**src/rtl/ad5541a_spi_receiver.sv**
```systemverilog
// AD5541A SPI slave model: receives DAC frames over SPI, forwards each
// good frame on an AXI-stream port and models the LDAC-loaded DAC register.
module ad5541a_spi_receiver #(
  parameter int DATA_WIDTH  = 16,
  parameter int SYNC_STAGES = 2
) (
  input  logic                  mclk,
  input  logic                  rst_n,
  input  logic                  sclk,
  input  logic                  cs_n,
  input  logic                  mosi,
  input  logic                  ldac_n,
  output logic                  m_axis_valid,
  input  logic                  m_axis_ready,
  output logic [DATA_WIDTH-1:0] m_axis_data,
  output logic [DATA_WIDTH-1:0] dac_code,
  output logic                  frame_err,
  output logic                  overrun,
  output logic [15:0]           frame_count
);

  localparam int CW = $clog2(DATA_WIDTH + 2);
  localparam logic [CW-1:0] CNT_FULL = CW'(DATA_WIDTH);
  localparam logic [CW-1:0] CNT_MAX  = CW'(DATA_WIDTH + 1);

  typedef enum logic [1:0] {
    ARMED,
    IDLE,
    SHIFT,
    CHECK
  } state_t;

  state_t state_q, state_d;

  // Bit SYNC_STAGES-1 is the synchronized value, bit SYNC_STAGES its delayed copy.
  logic [SYNC_STAGES:0]   sclk_sync;
  logic [SYNC_STAGES:0]   cs_sync;
  logic [SYNC_STAGES:0]   ldac_sync;
  logic [SYNC_STAGES-1:0] mosi_sync;
  logic [SYNC_STAGES:0]   prime;

  logic sclk_rise, cs_fall, cs_rise, ldac_fall;
  logic cs_s, mosi_s, primed;

  logic [DATA_WIDTH-1:0] shreg;
  logic [DATA_WIDTH-1:0] last_word;
  logic [CW-1:0]         bit_cnt;

  logic clr_cnt, shift_en, accept, bad, drop;

  assign cs_s      = cs_sync[SYNC_STAGES-1];
  assign mosi_s    = mosi_sync[SYNC_STAGES-1];
  assign sclk_rise = sclk_sync[SYNC_STAGES-1] & ~sclk_sync[SYNC_STAGES];
  assign cs_fall   = ~cs_sync[SYNC_STAGES-1] & cs_sync[SYNC_STAGES];
  assign cs_rise   = cs_sync[SYNC_STAGES-1] & ~cs_sync[SYNC_STAGES];
  assign ldac_fall = ~ldac_sync[SYNC_STAGES-1] & ldac_sync[SYNC_STAGES];
  // The cs_n preset is not a real sample; wait until the chain is flushed.
  assign primed    = prime[SYNC_STAGES];

  always_ff @(posedge mclk or negedge rst_n) begin
    if (!rst_n) begin
      sclk_sync <= '0;
      cs_sync   <= '1;
      ldac_sync <= '1;
      mosi_sync <= '0;
      prime     <= '0;
    end else begin
      sclk_sync <= {sclk_sync[SYNC_STAGES-1:0], sclk};
      cs_sync   <= {cs_sync[SYNC_STAGES-1:0], cs_n};
      ldac_sync <= {ldac_sync[SYNC_STAGES-1:0], ldac_n};
      mosi_sync <= {mosi_sync[SYNC_STAGES-2:0], mosi};
      prime     <= {prime[SYNC_STAGES-1:0], 1'b1};
    end
  end

  always_ff @(posedge mclk or negedge rst_n) begin
    if (!rst_n) state_q <= ARMED;
    else        state_q <= state_d;
  end

  always_comb begin
    state_d  = state_q;
    clr_cnt  = 1'b0;
    shift_en = 1'b0;
    accept   = 1'b0;
    bad      = 1'b0;
    drop     = 1'b0;
    unique case (state_q)
      ARMED: if (primed && cs_s) state_d = IDLE;
      IDLE: begin
        if (cs_fall) begin
          state_d = SHIFT;
          clr_cnt = 1'b1;
        end
      end
      SHIFT: begin
        shift_en = sclk_rise;
        if (cs_rise) state_d = CHECK;
      end
      CHECK: begin
        state_d = IDLE;
        if (bit_cnt != CNT_FULL)                  bad    = 1'b1;
        else if (!m_axis_valid || m_axis_ready)   accept = 1'b1;
        else                                      drop   = 1'b1;
      end
      default: state_d = ARMED;
    endcase
  end

  always_ff @(posedge mclk or negedge rst_n) begin
    if (!rst_n) begin
      shreg        <= '0;
      bit_cnt      <= '0;
      last_word    <= '0;
      frame_count  <= '0;
      m_axis_valid <= 1'b0;
      m_axis_data  <= '0;
      dac_code     <= '0;
      frame_err    <= 1'b0;
      overrun      <= 1'b0;
    end else begin
      if (clr_cnt) begin
        bit_cnt <= '0;
      end else if (shift_en) begin
        shreg <= {shreg[DATA_WIDTH-2:0], mosi_s};
        if (bit_cnt != CNT_MAX) bit_cnt <= bit_cnt + 1'b1;
      end
      frame_err <= bad;
      overrun   <= drop;
      if (accept) begin
        m_axis_data <= shreg;
        last_word   <= shreg;
        frame_count <= frame_count + 16'd1;
      end
      if (accept)            m_axis_valid <= 1'b1;
      else if (m_axis_ready) m_axis_valid <= 1'b0;
      if (ldac_fall) dac_code <= last_word;
    end
  end

endmodule
```
**config.mk**
```make
export PLATFORM = sky130hd
export DESIGN_NAME = ad5541a_spi_receiver
export DESIGN_NICKNAME = d
export VERILOG_FILES = /design/src/rtl/ad5541a_spi_receiver.sv
export SDC_FILE = /design/constraint.sdc
export NUM_CORES = 1
export LEC_CHECK = 0
export BUFFER_PORTS_ARGS = -buffer_cell sky130_fd_sc_hd__buf_2
export CAP_MARGIN = 20
export CELL_PAD_IN_SITES_DETAIL_PLACEMENT = 2
export CELL_PAD_IN_SITES_GLOBAL_PLACEMENT = 2
export CORE_ASPECT_RATIO = 0.6
export CORE_MARGIN = 2
export CORE_UTILIZATION = 38
export DETAILED_ROUTE_END_ITERATION = 10
export GPL_ROUTABILITY_DRIVEN = 0
export PLACE_DENSITY_LB_ADDON = 0.1
export SLEW_MARGIN = 20
export SYNTH_ARGS = -nofsm -noshare
export SYNTH_HDL_FRONTEND = slang
export SYNTH_SLANG_ARGS = --single-unit
```
**constraint.sdc**
```tcl
create_clock -name mclk -period 2.7 [get_ports mclk]
set_clock_uncertainty 0.15 [all_clocks]
set_input_delay 0.405 -clock mclk [delete_from_list [all_inputs] [get_ports mclk]]
set_output_delay 0.405 -clock mclk [all_outputs]
set_load 0.01 [all_outputs]
```
# Word-level counts from Yosys, hierarchy flattened
# Cells that the tools add are included.
[word_totals]
register_bits = 88
inputBits = 7
word_cells = 63
[op_classes]
add_sub_neg = 2
n_eq_ne = 8
n_mux = 20
n_bitwise = 9
n_reduce_logical = 10
[ops]
columns = ["cell", "n"]
rows = [
  ["16-bit by 1-bit adder with 16-bit output, second input constant", 1],
  ["5-bit 2-to-1 mux", 3],
  ["1-bit 2-to-1 mux", 13],
  ["5-bit inequality test, second input constant", 2],
  ["2-bit case mux with 4 select lines", 1],
  ["2-bit 2-to-1 mux", 3],
  ["2-bit inequality test, second input constant", 3],
  ["2-bit nonzero test", 3],
  ["5-bit by 1-bit adder with 5-bit output, second input constant", 1],
  ["1-bit NOT", 5],
  ["1-bit bitwise AND", 4],
  ["2-bit == test, second input constant", 2],
  ["2-bit AND reduction", 2],
  ["3-bit AND reduction", 1],
  ["2-bit by 1-bit == test with 1-bit output, second input constant", 1],
  ["2-bit logical NOT", 1],
  ["1-bit logical AND", 1],
  ["1-bit logical NOT", 1],
  ["1-bit logical OR", 1],
]

# Depth between registers and ports, before layout
# Gate-level depths: netlist of the first run.
[logic_depth]
ltp_word = 6
depth_mapped = 8

# Least setup slack after synthesis of the first run
# No wires, ideal clock.
[synth_timing]
path_kind = "reg-to-reg"
start = "register state_q[0]"
end = "register shreg[0]"
setup_time_ns = 0.125
arrival_ns = 1.632
required_time_ns = 2.425
slack_ns = 0.793
path_stages_with_launch = 7
period_less_slack_ns = 1.907
path_cell_list = "dfrtp_1 -> inv_1 -> ha_1 -> nand3b_1 -> nor2_2 -> buf_4 -> mux2_2"
[synth_between]
elab_chain_len = 4
elab_cells_between_ends = 6
cone_classes = "eq/ne (2); mux (2); bitwise (1); reduce/logical (1)"
[synth_rtl]
columns = ["item", "line_no", "text"]
rows = [
  ["start, declared", "33", "state_t state_q, state_d;"],
  ["start signal, assigned", "78", "else state_q <= state_d;"],
  ["2-bit by 1-bit == test with 1-bit output", "88", "unique case (state_q)"],
  ["1-bit 2-to-1 mux", "88", ""],
  ["1-bit NOT (no line)", "--", ""],
  ["2-bit AND reduction (no line) (*)", "--", ""],
  ["end signal, assigned", "125", "shreg <= {shreg[DATA_WIDTH-2:0], mosi_s};"],
  ["end, declared", "45", "logic [DATA_WIDTH-1:0] shreg;"],
]
# Mark *: on every way between the ends. The rest lies on a longest branch, timed or not.
# A chain may end at the register's enable or synchronous reset.

# Final worst setup path of the first run
[layout_timing]
start = "register bit_cnt[0]"
end = "register last_word[12]"
[layout_between]
elab_chain_len = 3
[layout_rtl]
columns = ["item", "line_no", "text"]
rows = [
  ["start, declared", "47", "logic [CW-1:0] bit_cnt;"],
  ["start signal, assigned", "126", "if (bit_cnt != CNT_MAX) bit_cnt <= bit_cnt + 1'b1;"],
  ["5-bit inequality test", "102", "if (bit_cnt != CNT_FULL) bad = 1'b1;"],
  ["1-bit 2-to-1 mux", "102", ""],
  ["1-bit 2-to-1 mux", "88", ""],
  ["end signal, assigned", "132", "last_word <= shreg;"],
  ["end, declared", "46", "logic [DATA_WIDTH-1:0] last_word;"],
]
# Every way passes these cells.

==> results.ini, run 1 <==
[synthesis]
yosysTopAreaCell = dfrtp_1
synthArstFlopShare_pct = 100
avgSynthCellArea_um2 = 12.9
yosysMostFrequentCell = dfrtp_1
synthDistinctLibCells = 39
ys_top_cells_by_count = dfrtp_1 (82), nand2_1 (59), mux2_2 (33)
syn_area_um2 = 3510
synth_top_area_share_pct = 58.4
synthCells = 272
synth_nets = 288
synth.area.top_cells = dfrtp_1 (58%), mux2_2 (11%), nand2_1 (6.3%)
synth_seq_cells = 88
yosys_most_used_dff = dfrtp_1
synth-seq-area-share_pct = 62.9
yosys_warnings = 0
synth_edf_count = 0

[floorplanning]
ios = 58
dieArea_um2 = 10100
fp.dieW_um = 128
die_y_um = 78.5
rows = 27
coreArea_um2 = 9090
initial_utilization_pct = 38.7

[power]
clkPwrFrac_pct = 41.6
power.density_nw_per_um2 = 714
irDropWorstVdd_mv = 0.338
p_leak_nw = 2.33
power.internal_mw = 2.32
swShare_pct = 24.3
power.share.combinational_pct = 10.5
p_seq_share_pct = 47.8
switchingPower_uw = 742

[critical_path]
rr_endpoint = last_word[12]$_DFFE_PN0P_
start_kind = register
rrSetupSlack_ns = 0.59
startpoint = bit_cnt[0]$_DFFE_PN0P_
crit_fanout = 16
cp_data_required_time_ns = 2.82
cp_data_arrival_time_ns = 2.23
critPathCaptureType = register
r2r_cells = 7
worstSetupEndpoint = last_word[12]$_DFFE_PN0P_
path_class = register to register
timing.rr.start = bit_cnt[0]$_DFFE_PN0P_

[cts]
cts-root-buf = clkbuf_16
path_clk_slew_ns = 0.06
post-cts-setup-buffers = 0
cts_tree = done
worst_skew_pair.late_latency_ns = 0.34
clockBufferDepth = 2
numCtsBuffers = 9
h-tree-depth = 3
cts.sinks = 88

[timing]
period_share_pct = 78.2
fin_tns_setup_ns = 0
fin_crit_ns = 2.11
max_freq_ghz = 0.473
setup_violations = 0
slew_headroom_pct = 59.3
hold_violations = 0
rsz0062_at_grt = no
worstMarginPinSlew_ns = 0.603
finalMaxSlewViolations = 0

[detailed_routing]
first_pass_iters = 3
drt_iter0_drc = 52
post_drt_wl_per_cell_um = 17.3
viasPerCell = 4.85
via_count = 2236
finalWirelength_um = 7990
postRouteAntennaNets = 0
drc = 0

[global_routing]
antenna_found_initial = 0
overflow = 0
grt_max_degree = 45
grt_pass1_wl_um = 13200
grt_pass1_vias = 2425
grtUsageTotal_pct = 17.6

[job]
cap_violations = 0

[placed_design]
portBuffers = 57
dp_hpwl_um = 5590

[finish]
regArea_um2 = 2210
insertedDiodeCount = 0
drive_gt1_share_pct = 36.5
fill_cells = 915
layout.nets = 356
multi_input_area_um2 = 1240
area_growth_pct = 21.8
fin_util_pct = 47.1

[hold_path]
hold_path_class = input port to register

[status]
status = completed

[logic make-up (layout without fill, tap and decap cells)]
kind of cell,Yosys count,in the layout,synth area share (%)
and+or+nand+nor,104,104,15.0
DFF,88,88,62.9
muxes,34,34,10.9
xor gates and xnor gates,19,19,5.16
buffers and inverters,12,85,1.78
adders and majority gates,9,9,3.21
AOI/OAI and AO/OA,5,5,0.997
other,1,1,0.107
[through the flow]
stage	hold slack (ns)	area [µm²]	instances	setup slack, ns	total power [mW]
after floorplan	-0.0406	3510	272	0.793	1.69
after global placement	0.182	3950	443	0.665	1.79
after detailed placement	0.186	3950	443	0.574	1.81
after CTS	0.00699	4280	461	0.551	3.11
after global routing	0.00636	4280	461	0.418	3.20
final	0.0218	4280	461	0.588	3.06
[registers in the layout, indices dropped and copies added (netlist names), 5 cells and up]
name	cells
dac_code	16
frame_count	16
last_word	16
shreg	16
bit_cnt	5
[worst min-delay path by stage]
stage | endpoint | from | slack, ns | depth (start not counted)
2_1_floorplan | bit_cnt[0]$_DFFE_PN0P_ | rst_n | -0.04 | 0
3_3_place_gp | prime[2]$_DFF_PN0_ | prime[1]$_DFF_PN0_ | 0.18 | 0
3_5_place_dp | prime[2]$_DFF_PN0_ | prime[1]$_DFF_PN0_ | 0.19 | 0
4_1_cts | mosi_sync[0]$_DFF_PN0_ | mosi | 0.007 | 1
5_1_grt | ldac_sync[0]$_DFF_PN1_ | ldac_n | 0.006 | 1
6_report | ldac_sync[0]$_DFF_PN1_ | ldac_n | 0.02 | 1
[repair_timing]
item | in CTS | in global routing
endpoints found under the hold margin | 40 | 0
hold buffers | 2 | 0
resized for setup | 0 | 0
endpoints found under the setup margin | 0 | 0
[layer usage]
| layer | share of wire [%] | GRT usage [%] | routed length [µm] | vias to the layer above |
|---|---|---|---|---|
| met4 | 0.81 | 3.96 | 65 | 0 |
| li1 | - | - | - | 1044 |
| met5 | 0 | 0 | 0 | - |
| met3 | 4.1 | 6.54 | 329 | 5 |
| met1 | 50 | 24.6 | 3990 | 1145 |
| met2 | 45 | 26.1 | 3600 | 42 |
[cell usage in the layout, fill, tap and decap left out, types with 5 or more instances in the layout]
| cell | synthesis | routed |
|---|---|---|
| mux2_2 | 33 | 33 |
| nor2_1 | 9 | 9 |
| buf_2 | 2 | 56 |
| buf_4 | 2 | 5 |
| dfstp_2 | 6 | 6 |
| xor2_1 | 8 | 8 |
| nand3_1 | 7 | 7 |
| and3_1 | 5 | 5 |
| ha_1 | 9 | 9 |
| clkbuf_16 | 0 | 9 |
| nand2_1 | 59 | 59 |
| xnor2_1 | 9 | 9 |
| dfrtp_1 | 82 | 82 |
| inv_1 | 5 | 5 |
[critical path: stages (launching register included)]
cell,delay (ns)
dfrtp_1,0.44
inv_1,0.09
ha_1,0.14
and4bb_2,0.31
and3_1,0.43
buf_4,0.31
nand2_1,0.08
nand2_1,0.08
[power by group through the flow]
| stage | logic [mW] | clock network [mW] | registers (mW) |
|---|---|---|---|
| after floorplan | 0.215 | 0 | 1.47 |
| after global placement | 0.307 | 0 | 1.48 |
| after detailed placement | 0.326 | 0 | 1.49 |
| after CTS | 0.330 | 1.32 | 1.46 |
| after global routing | 0.360 | 1.37 | 1.48 |
| final | 0.322 | 1.27 | 1.46 |
[layout make-up]
class	count	area share, %
Sequential cell	88	51.6
Multi-Input combinational cell	172	29.0
Timing Repair Buffer	64	8.36
Clock buffer	11	5.90
Tap cell	116	3.39
Clock inverter	5	1.29
Inverter	5	0.438
Note: power is estimated with default switching activity, not from simulation.
==> inputs of run 2 (changes only) <==
--- a/config.mk
+++ b/config.mk
@@ -5,13 +5,14 @@
 export SDC_FILE = /design/constraint.sdc
 export NUM_CORES = 1
 export LEC_CHECK = 0
+export ABC_AREA = 1
 export BUFFER_PORTS_ARGS = -buffer_cell sky130_fd_sc_hd__buf_2
 export CAP_MARGIN = 20
 export CELL_PAD_IN_SITES_DETAIL_PLACEMENT = 2
 export CELL_PAD_IN_SITES_GLOBAL_PLACEMENT = 2
 export CORE_ASPECT_RATIO = 0.6
 export CORE_MARGIN = 2
-export CORE_UTILIZATION = 38
+export CORE_UTILIZATION = 32
 export DETAILED_ROUTE_END_ITERATION = 10
 export GPL_ROUTABILITY_DRIVEN = 0
 export PLACE_DENSITY_LB_ADDON = 0.1
==> constraint.sdc (replaced) <==
create_clock -name mclk -period 1.75 [get_ports mclk]
set_clock_uncertainty 0.15 [all_clocks]
set_input_delay 0.2625 -clock mclk [delete_from_list [all_inputs] [get_ports mclk]]
set_output_delay 0.2625 -clock mclk [all_outputs]
set_load 0.01 [all_outputs]
==> results.ini, run 2 <==
[status]
status = finished with violations
failed_checks = negative setup slack

[critical_path]
critPathCaptureType = register
crit_family = simple AND/OR/NAND/NOR gates
crit_top_cell = inv_2
critPathBufInv = 3  ; +1
path_depth = 9  ; +2
cp_slowest_stage_delay_ns = 0.41  ; -0.03 ns
cp_data_required_time_ns = 1.83  ; -0.99 ns
cp_data_arrival_time_ns = 1.85  ; -0.38 ns
path_class = register to register
crit_slowest_cell = dfrtp_1
path_cells = inv_2 -> ha_4 -> nand2_4 -> inv_2 -> nand3_4 -> nor2_8 -> clkbuf_16 -> nand2_2 -> xor2_1
r2r_cells = 9  ; +2
crit_fanout = 6  ; -10
start_kind = register

[floorplanning]
rows = 30  ; +11%
die_y_um = 86.7  ; +10%
coreArea_um2 = 11200  ; +23%
dieArea_um2 = 12300  ; +22%
ios = 58  ; unchanged
fp.dieW_um = 142  ; +11%
initial_utilization_pct = 32.6  ; -6.1 points

[finish]
drive_gt1_share_pct = 30.9  ; -5.7 points
insertedDiodeCount = 0  ; unchanged
fin_util_pct = 43.0  ; -4.1 points
area_growth_pct = 31.9
layout.nets = 468  ; +31%
layout_common_cells = nand2_1 (85), dfrtp_1 (81), buf_2 (56)
final_common_cell = nand2_1

[synthesis]
synth-seq-area-share_pct = 60.6  ; -2.3 points
yosys_warnings = 0  ; unchanged
yosysMostFrequentCell = nand2_1
yosys_most_used_dff = dfrtp_1
synth_seq_cells = 88  ; unchanged
synth.area.top_cells = dfrtp_1 (56%), nand2_1 (9.6%), inv_1 (4.7%)
avgSynthCellArea_um2 = 9.99  ; -23%
synth_nets = 381  ; +32%
synthCells = 365  ; +34%
yosysTopAreaCell = dfrtp_1
synthArstFlopShare_pct = 100  ; unchanged
synth_edf_count = 0  ; unchanged
syn_area_um2 = 3650  ; +3.8%
synthDistinctLibCells = 29  ; -26%
ys_top_cells_by_count = nand2_1 (93), dfrtp_1 (82), inv_1 (46), o21ai_0 (22), nand3_1 (21)
synth_top_area_share_pct = 56.3  ; -2.1 points

[global_routing]
grtUsageTotal_pct = 16.0  ; -1.6 points
overflow = 0  ; unchanged
met2_usage_pct = 23.8  ; -2.4 points
grt_max_degree = 31  ; -31%
antenna_found_initial = 0  ; unchanged
met1_usage_pct = 23.0  ; -1.6 points
grt_pass1_wl_um = 15100  ; +14%
busiest_layer = met2
grt_pass1_vias = 2889  ; +19%
met3_usage_pct = 4.31  ; -2.2 points

[detailed_routing]
post_drt_wl_per_cell_um = 15.6  ; -9.7%
viasPerCell = 4.57  ; -5.8%
via_count = 2745  ; +23%
first_pass_iters = 4  ; +1
postRouteAntennaNets = 0  ; unchanged
finalWirelength_um = 9400  ; +18%
drc = 0  ; unchanged
drt_iter0_drc = 83  ; +60%

[power]
power.density_nw_per_um2 = 1150  ; +61%
irDropWorstVdd_mv = 0.563  ; +66%
clkPwrFrac_pct = 39.3  ; -2.3 points
switchingPower_mw = 1.53  ; +110%
swShare_pct = 27.5  ; +3.2 points
p_seq_share_pct = 43.9  ; -3.9 points
p_leak_nw = 2.42  ; +4.1%
power.share.combinational_pct = 16.8  ; +6.3 points
p_total_mw = 5.55  ; +81%
power.internal_mw = 4.02  ; +74%

[timing]
fin_ws_ns = -0.0130  ; -0.601 ns
fin_crit_ns = 1.76  ; -0.349 ns
setup_violations = 5  ; +5
finalMaxSlewViolations = 0  ; unchanged
rsz0062_at_grt = yes
max_freq_ghz = 0.567  ; +20%
period_share_pct = 101  ; +23 points
fin_tns_setup_ns = -0.0379  ; -0.0379 ns
hold_violations = 0  ; unchanged

[cts]
path_clk_slew_ns = 0.07  ; about the same
cts.sinks = 88  ; unchanged
cts-root-buf = clkbuf_16
cts_tree = done
numCtsBuffers = 9  ; unchanged
worst_skew_pair.late_latency_ns = 0.34  ; about the same
h-tree-depth = 3  ; unchanged
clockBufferDepth = 2  ; unchanged

[job]
cap_violations = 0  ; unchanged

[placed_design]
pre_cts_slack_ns = -0.0592  ; -0.633 ns
portBuffers = 57  ; unchanged
dp_hpwl_um = 6290  ; +13%

[hold_path]
hold_path_class = input port to register
hold_depth = 4  ; +3

==> run 2: cell types whose count changed after synthesis, moves of 3 or more <==
| cell | before | now |
|---|---|---|
| inv_1 | 5 | 46 |
| o21ai_1 | 0 | 16 |
| nor2_1 | 9 | 16 |
| and3_1 | 5 | 0 |
| mux2_2 | 33 | 10 |
| nand4_1 | 4 | 7 |
| nand3_1 | 7 | 21 |
| xor2_1 | 8 | 5 |
| nand2b_1 | 3 | 0 |
| o21ai_0 | 1 | 22 |
| nand2_1 | 59 | 93 |
| a21oi_1 | 1 | 4 |
| xnor2_1 | 9 | 4 |
==> run 2: per-stage QoR <==
stage	hold slack [ns]	std cells	area [µm²]
2_1_floorplan	-0.183	365	3650
3_3_place_gp	0.0723	568	4180
3_5_place_dp	0.0748	568	4180
4_1_cts	0.112	589	4580
5_1_grt	0.133	601	4810
6_report	0.108	601	4810
==> run 2: final cells by class <==
type | instances | area, µm²
multi-input cells | 220 | 1290
fillers | 1208 | 6370
flip-flops and latches | 88 | 2210
clock buffers | 11 | 253
repair buffers | 84 | 608
inverters | 49 | 184
well taps | 144 | 180
clock inverters | 5 | 85.1
==> run 2: layer usage <==
metal | share of wire, % | routed length [µm] | up-vias
met1 | 52 | 4910 | 1359
li1 | - | - | 1332
met2 | 43 | 4050 | 46
met5 | 0 | 0 | -
met3 | 3.6 | 340 | 8
met4 | 1.0 | 98 | 0
==> run 2: timing repair <==
item / CTS / global route
resized for setup: 3 / 26
buffers inserted: 0 / 8
pin swaps: 0 / 7
cloned: 0 / 4
hold buffers: 5 / 0
hold endpoints to repair: 26 / 0
setup endpoints to repair: 9 / 41
==> run 2: kinds of logic (layout without fill, tap and decap cells) <==
logic type	after synthesis	count (layout)	synth area share (%)
muxes	12	12	3.71
DFF	88	88	60.6
buffers and inverters	58	149	6.83
and+or+nand+nor	146	147	17.7
adders and majority gates	9	9	3.09
other	1	1	0.103
xor gates and xnor gates	9	9	2.16
AOI/OAI and AO/OA	42	42	5.77
==> run 2: worst paths after layout <==
path	from	endpoint	slack, ns
setup / recovery	bit_cnt[1]$_DFFE_PN0P_	frame_count[7]$_DFFE_PN0P_	-0.01
hold / removal	m_axis_ready	overrun$_DFF_PN0_	0.11
setup reg to reg	bit_cnt[1]$_DFFE_PN0P_	frame_count[7]$_DFFE_PN0P_	-0.01
hold reg to reg	sclk_sync[0]$_DFF_PN0_	sclk_sync[1]$_DFF_PN0_	0.20
max in group asynchronous	rst_n	frame_count[5]$_DFFE_PN0P_	0.65
min in group asynchronous	rst_n	bit_cnt[3]$_DFFE_PN0P_	0.24
==> run 2: worst min-delay path: stages <==
cell and delay (ns):
buf_2 0.07, nor2_1 0.09, inv_1 0.09, nor2_1 0.05
==> run 2: power by group through the flow <==
stage | Sequential, mW | Combinational, mW | Clock, mW
5_1_grt | 2.47 | 1.06 | 2.32
3_3_place_gp | 2.46 | 0.728 | 0
3_5_place_dp | 2.47 | 0.762 | 0
4_1_cts | 2.44 | 0.782 | 2.23
2_1_floorplan | 2.47 | 0.429 | 0
6_report | 2.44 | 0.931 | 2.18
==> inputs of run 3 (changes only) <==
==> constraint.sdc (replaced) <==
create_clock -name mclk -period 1.75 [get_ports mclk]
set_clock_uncertainty 0.15 [all_clocks]
set_input_delay 0.175 -clock mclk [delete_from_list [all_inputs] [get_ports mclk]]
set_output_delay 0.175 -clock mclk [all_outputs]
set_load 0.01 [all_outputs]
==> results.ini, run 3 (synthesis gave the netlist of run 2 again) <==
[status]
status = completed

[timing]
setup_violations = 0  ; -5
fin_ws_ns = 0.0175  ; +0.0305 ns
period_share_pct = 99.0  ; -1.7 points
rsz0062_at_grt = yes
max_freq_ghz = 0.577  ; +1.8%
finalMaxSlewViolations = 0  ; unchanged
hold_violations = 0  ; unchanged
fin_crit_ns = 1.73  ; -0.0305 ns

[global_routing]
grtUsageTotal_pct = 16.2  ; +0.18 points
grt_pass1_wl_um = 15200  ; +0.46%
antenna_found_initial = 0  ; unchanged
overflow = 0  ; unchanged
grt_pass1_vias = 2880  ; -0.31%
grt_max_degree = 41  ; +32%

[placed_design]
portBuffers = 57  ; unchanged
pre_cts_slack_ns = -0.0279  ; +0.0313 ns
postPlaceCellArea_um2 = 4170  ; -0.18%
dp_hpwl_um = 6130  ; -2.6%

[power]
irDropWorstVdd_mv = 0.517  ; -8.3%
p_leak_nw = 2.40  ; -0.86%
power.density_nw_per_um2 = 1120  ; -3.0%

[critical_path]
rr_endpoint = frame_count[9]$_DFFE_PN0P_
cp_slowest_stage_delay_ns = 0.44  ; +0.03 ns
worstSetupEndpoint = frame_count[9]$_DFFE_PN0P_
crit_fanout = 6  ; unchanged
critPathCaptureType = register
cp_data_arrival_time_ns = 1.81  ; -0.04 ns
rrSetupSlack_ns = 0.02  ; +0.03 ns
cp_data_required_time_ns = 1.83  ; about the same
path_class = register to register
crit_slowest_cell = dfrtp_1
timing.rr.start = state_q[0]$_DFFE_PN0P_
start_kind = register
crit_top_cell = nand2_1
r2r_cells = 8  ; -1
startpoint = state_q[0]$_DFFE_PN0P_
path_cells = ha_1 -> nand3_4 -> nor2_8 -> buf_6 -> buf_16 -> nand3_2 -> nand2_1 -> nand2_1

[detailed_routing]
first_pass_iters = 4  ; unchanged
drc = 0  ; unchanged
viasPerCell = 4.58  ; +0.31%
postRouteAntennaNets = 0  ; unchanged
post_drt_wl_per_cell_um = 15.5  ; -1.1%
via_count = 2758  ; +0.47%
finalWirelength_um = 9320  ; -0.93%
drt_iter0_drc = 73  ; -12%

[cts]
worst_skew_pair.late_latency_ns = 0.34  ; about the same
cts.sinks = 88  ; unchanged
path_clk_slew_ns = 0.06  ; about the same
clockBufferDepth = 2  ; unchanged
cts-root-buf = clkbuf_16
h-tree-depth = 3  ; unchanged
cts_tree = done
numCtsBuffers = 9  ; unchanged

[finish]
fill_cells = 1217  ; +0.75%
area_growth_pct = 30.4
layout.nets = 469  ; +0.21%
final_common_cell = nand2_1
fin_util_pct = 42.5  ; -0.51 points
insertedDiodeCount = 0  ; unchanged
regArea_um2 = 2210  ; about the same
layout_common_cells = nand2_1 (87), dfrtp_1 (82), buf_2 (56)
design_area_um2 = 4750  ; -1.2%
drive_gt1_share_pct = 30.3  ; -0.50 points
multi_input_area_um2 = 1280  ; -0.68%

[floorplanning]
rows = 30  ; unchanged
fp.dieW_um = 142  ; unchanged
die_y_um = 86.7  ; unchanged
ios = 58  ; unchanged
initial_utilization_pct = 32.6  ; unchanged
coreArea_um2 = 11200  ; unchanged
dieArea_um2 = 12300  ; unchanged

[job]
cap_violations = 0  ; unchanged

[hold_path]
hold_path_class = input port to register

run 3: cell count changes in the layout (fill, tap and decap cells not counted), moves of 2 or more:
cell,delta
buf_6,+2
bufinv_16,-2
clkbuf_16,-2
inv_2,-2
nand2_1,+2
nand3_1,-2
run 3: cell type report:
| cell class | count | share of cell area, % |
|---|---|---|
| flip-flops and latches | 88 | 46.5 |
| repair buffers | 85 | 12.5 |
| well taps | 144 | 3.79 |
| inverters | 49 | 3.92 |
| multi-input cells | 220 | 27.0 |
| clock buffers | 12 | 5.61 |
| clock inverters | 4 | 0.711 |
run 3: how the worst min path moves through the flow:
stage,start,end,slack (ns),cells past startpoint
global route,m_axis_ready,overrun$_DFF_PN0_,0.09,4
detailed placement,rst_n,bit_cnt[1]$_DFFE_PN0P_,-0.06,1
global placement,rst_n,bit_cnt[0]$_DFFE_PN0P_,-0.06,1
floorplan,rst_n,bit_cnt[0]$_DFFE_PN0P_,-0.27,0
CTS,m_axis_ready,overrun$_DFF_PN0_,0.05,4
finish,m_axis_ready,overrun$_DFF_PN0_,0.04,4
run 3: layer usage:
| metal | part of all wire (%) | GRT usage [%] | vias to the layer above |
|---|---|---|---|
| met5 | 0 | 0 | - |
| li1 | - | - | 1329 |
| met1 | 52 | 23.4 | 1374 |
| met3 | 2.9 | 3.48 | 14 |
| met2 | 44 | 23.9 | 41 |
| met4 | 1.5 | 6.00 | 0 |
run 3: power by group:
part / internal [mW] / switching (mW)
clock: 1.09 / 0.805
sequential: 2.27 / 0.165
combinational: 0.444 / 0.541
total: 3.81 / 1.51
run 3: what timing repair did:
action                                  4_1_cts  5_1_grt
cloned                                        3        0
gates resized for setup                       5       26
hold buffers                                  5        0
pin swaps                                     1        6
endpoints found under the hold margin        88        0
endpoints found under the setup margin       15       36
buffers inserted                              6        7
run 3: critical path, delay by kind of cell (launching register included):
family / cells / cell delay [ns]
adders and majority gates: 1 / 0.27
and+or+nand+nor: 5 / 0.50
buffers and inverters: 2 / 0.26
DFF: 1 / 0.44
run 3: metrics by stage:
stage | total power, mW | instances | hold WS [ns] | setup TNS [ns]
4_1_cts | 5.25 | 597 | 0.0485 | -0.000996
5_1_grt | 5.63 | 602 | 0.0865 | -0.905
3_5_place_dp | 3.25 | 567 | -0.0645 | -0.168
6_report | 5.32 | 602 | 0.0426 | 0
3_3_place_gp | 3.19 | 567 | -0.0638 | 0
2_1_floorplan | 2.90 | 365 | -0.271 | 0
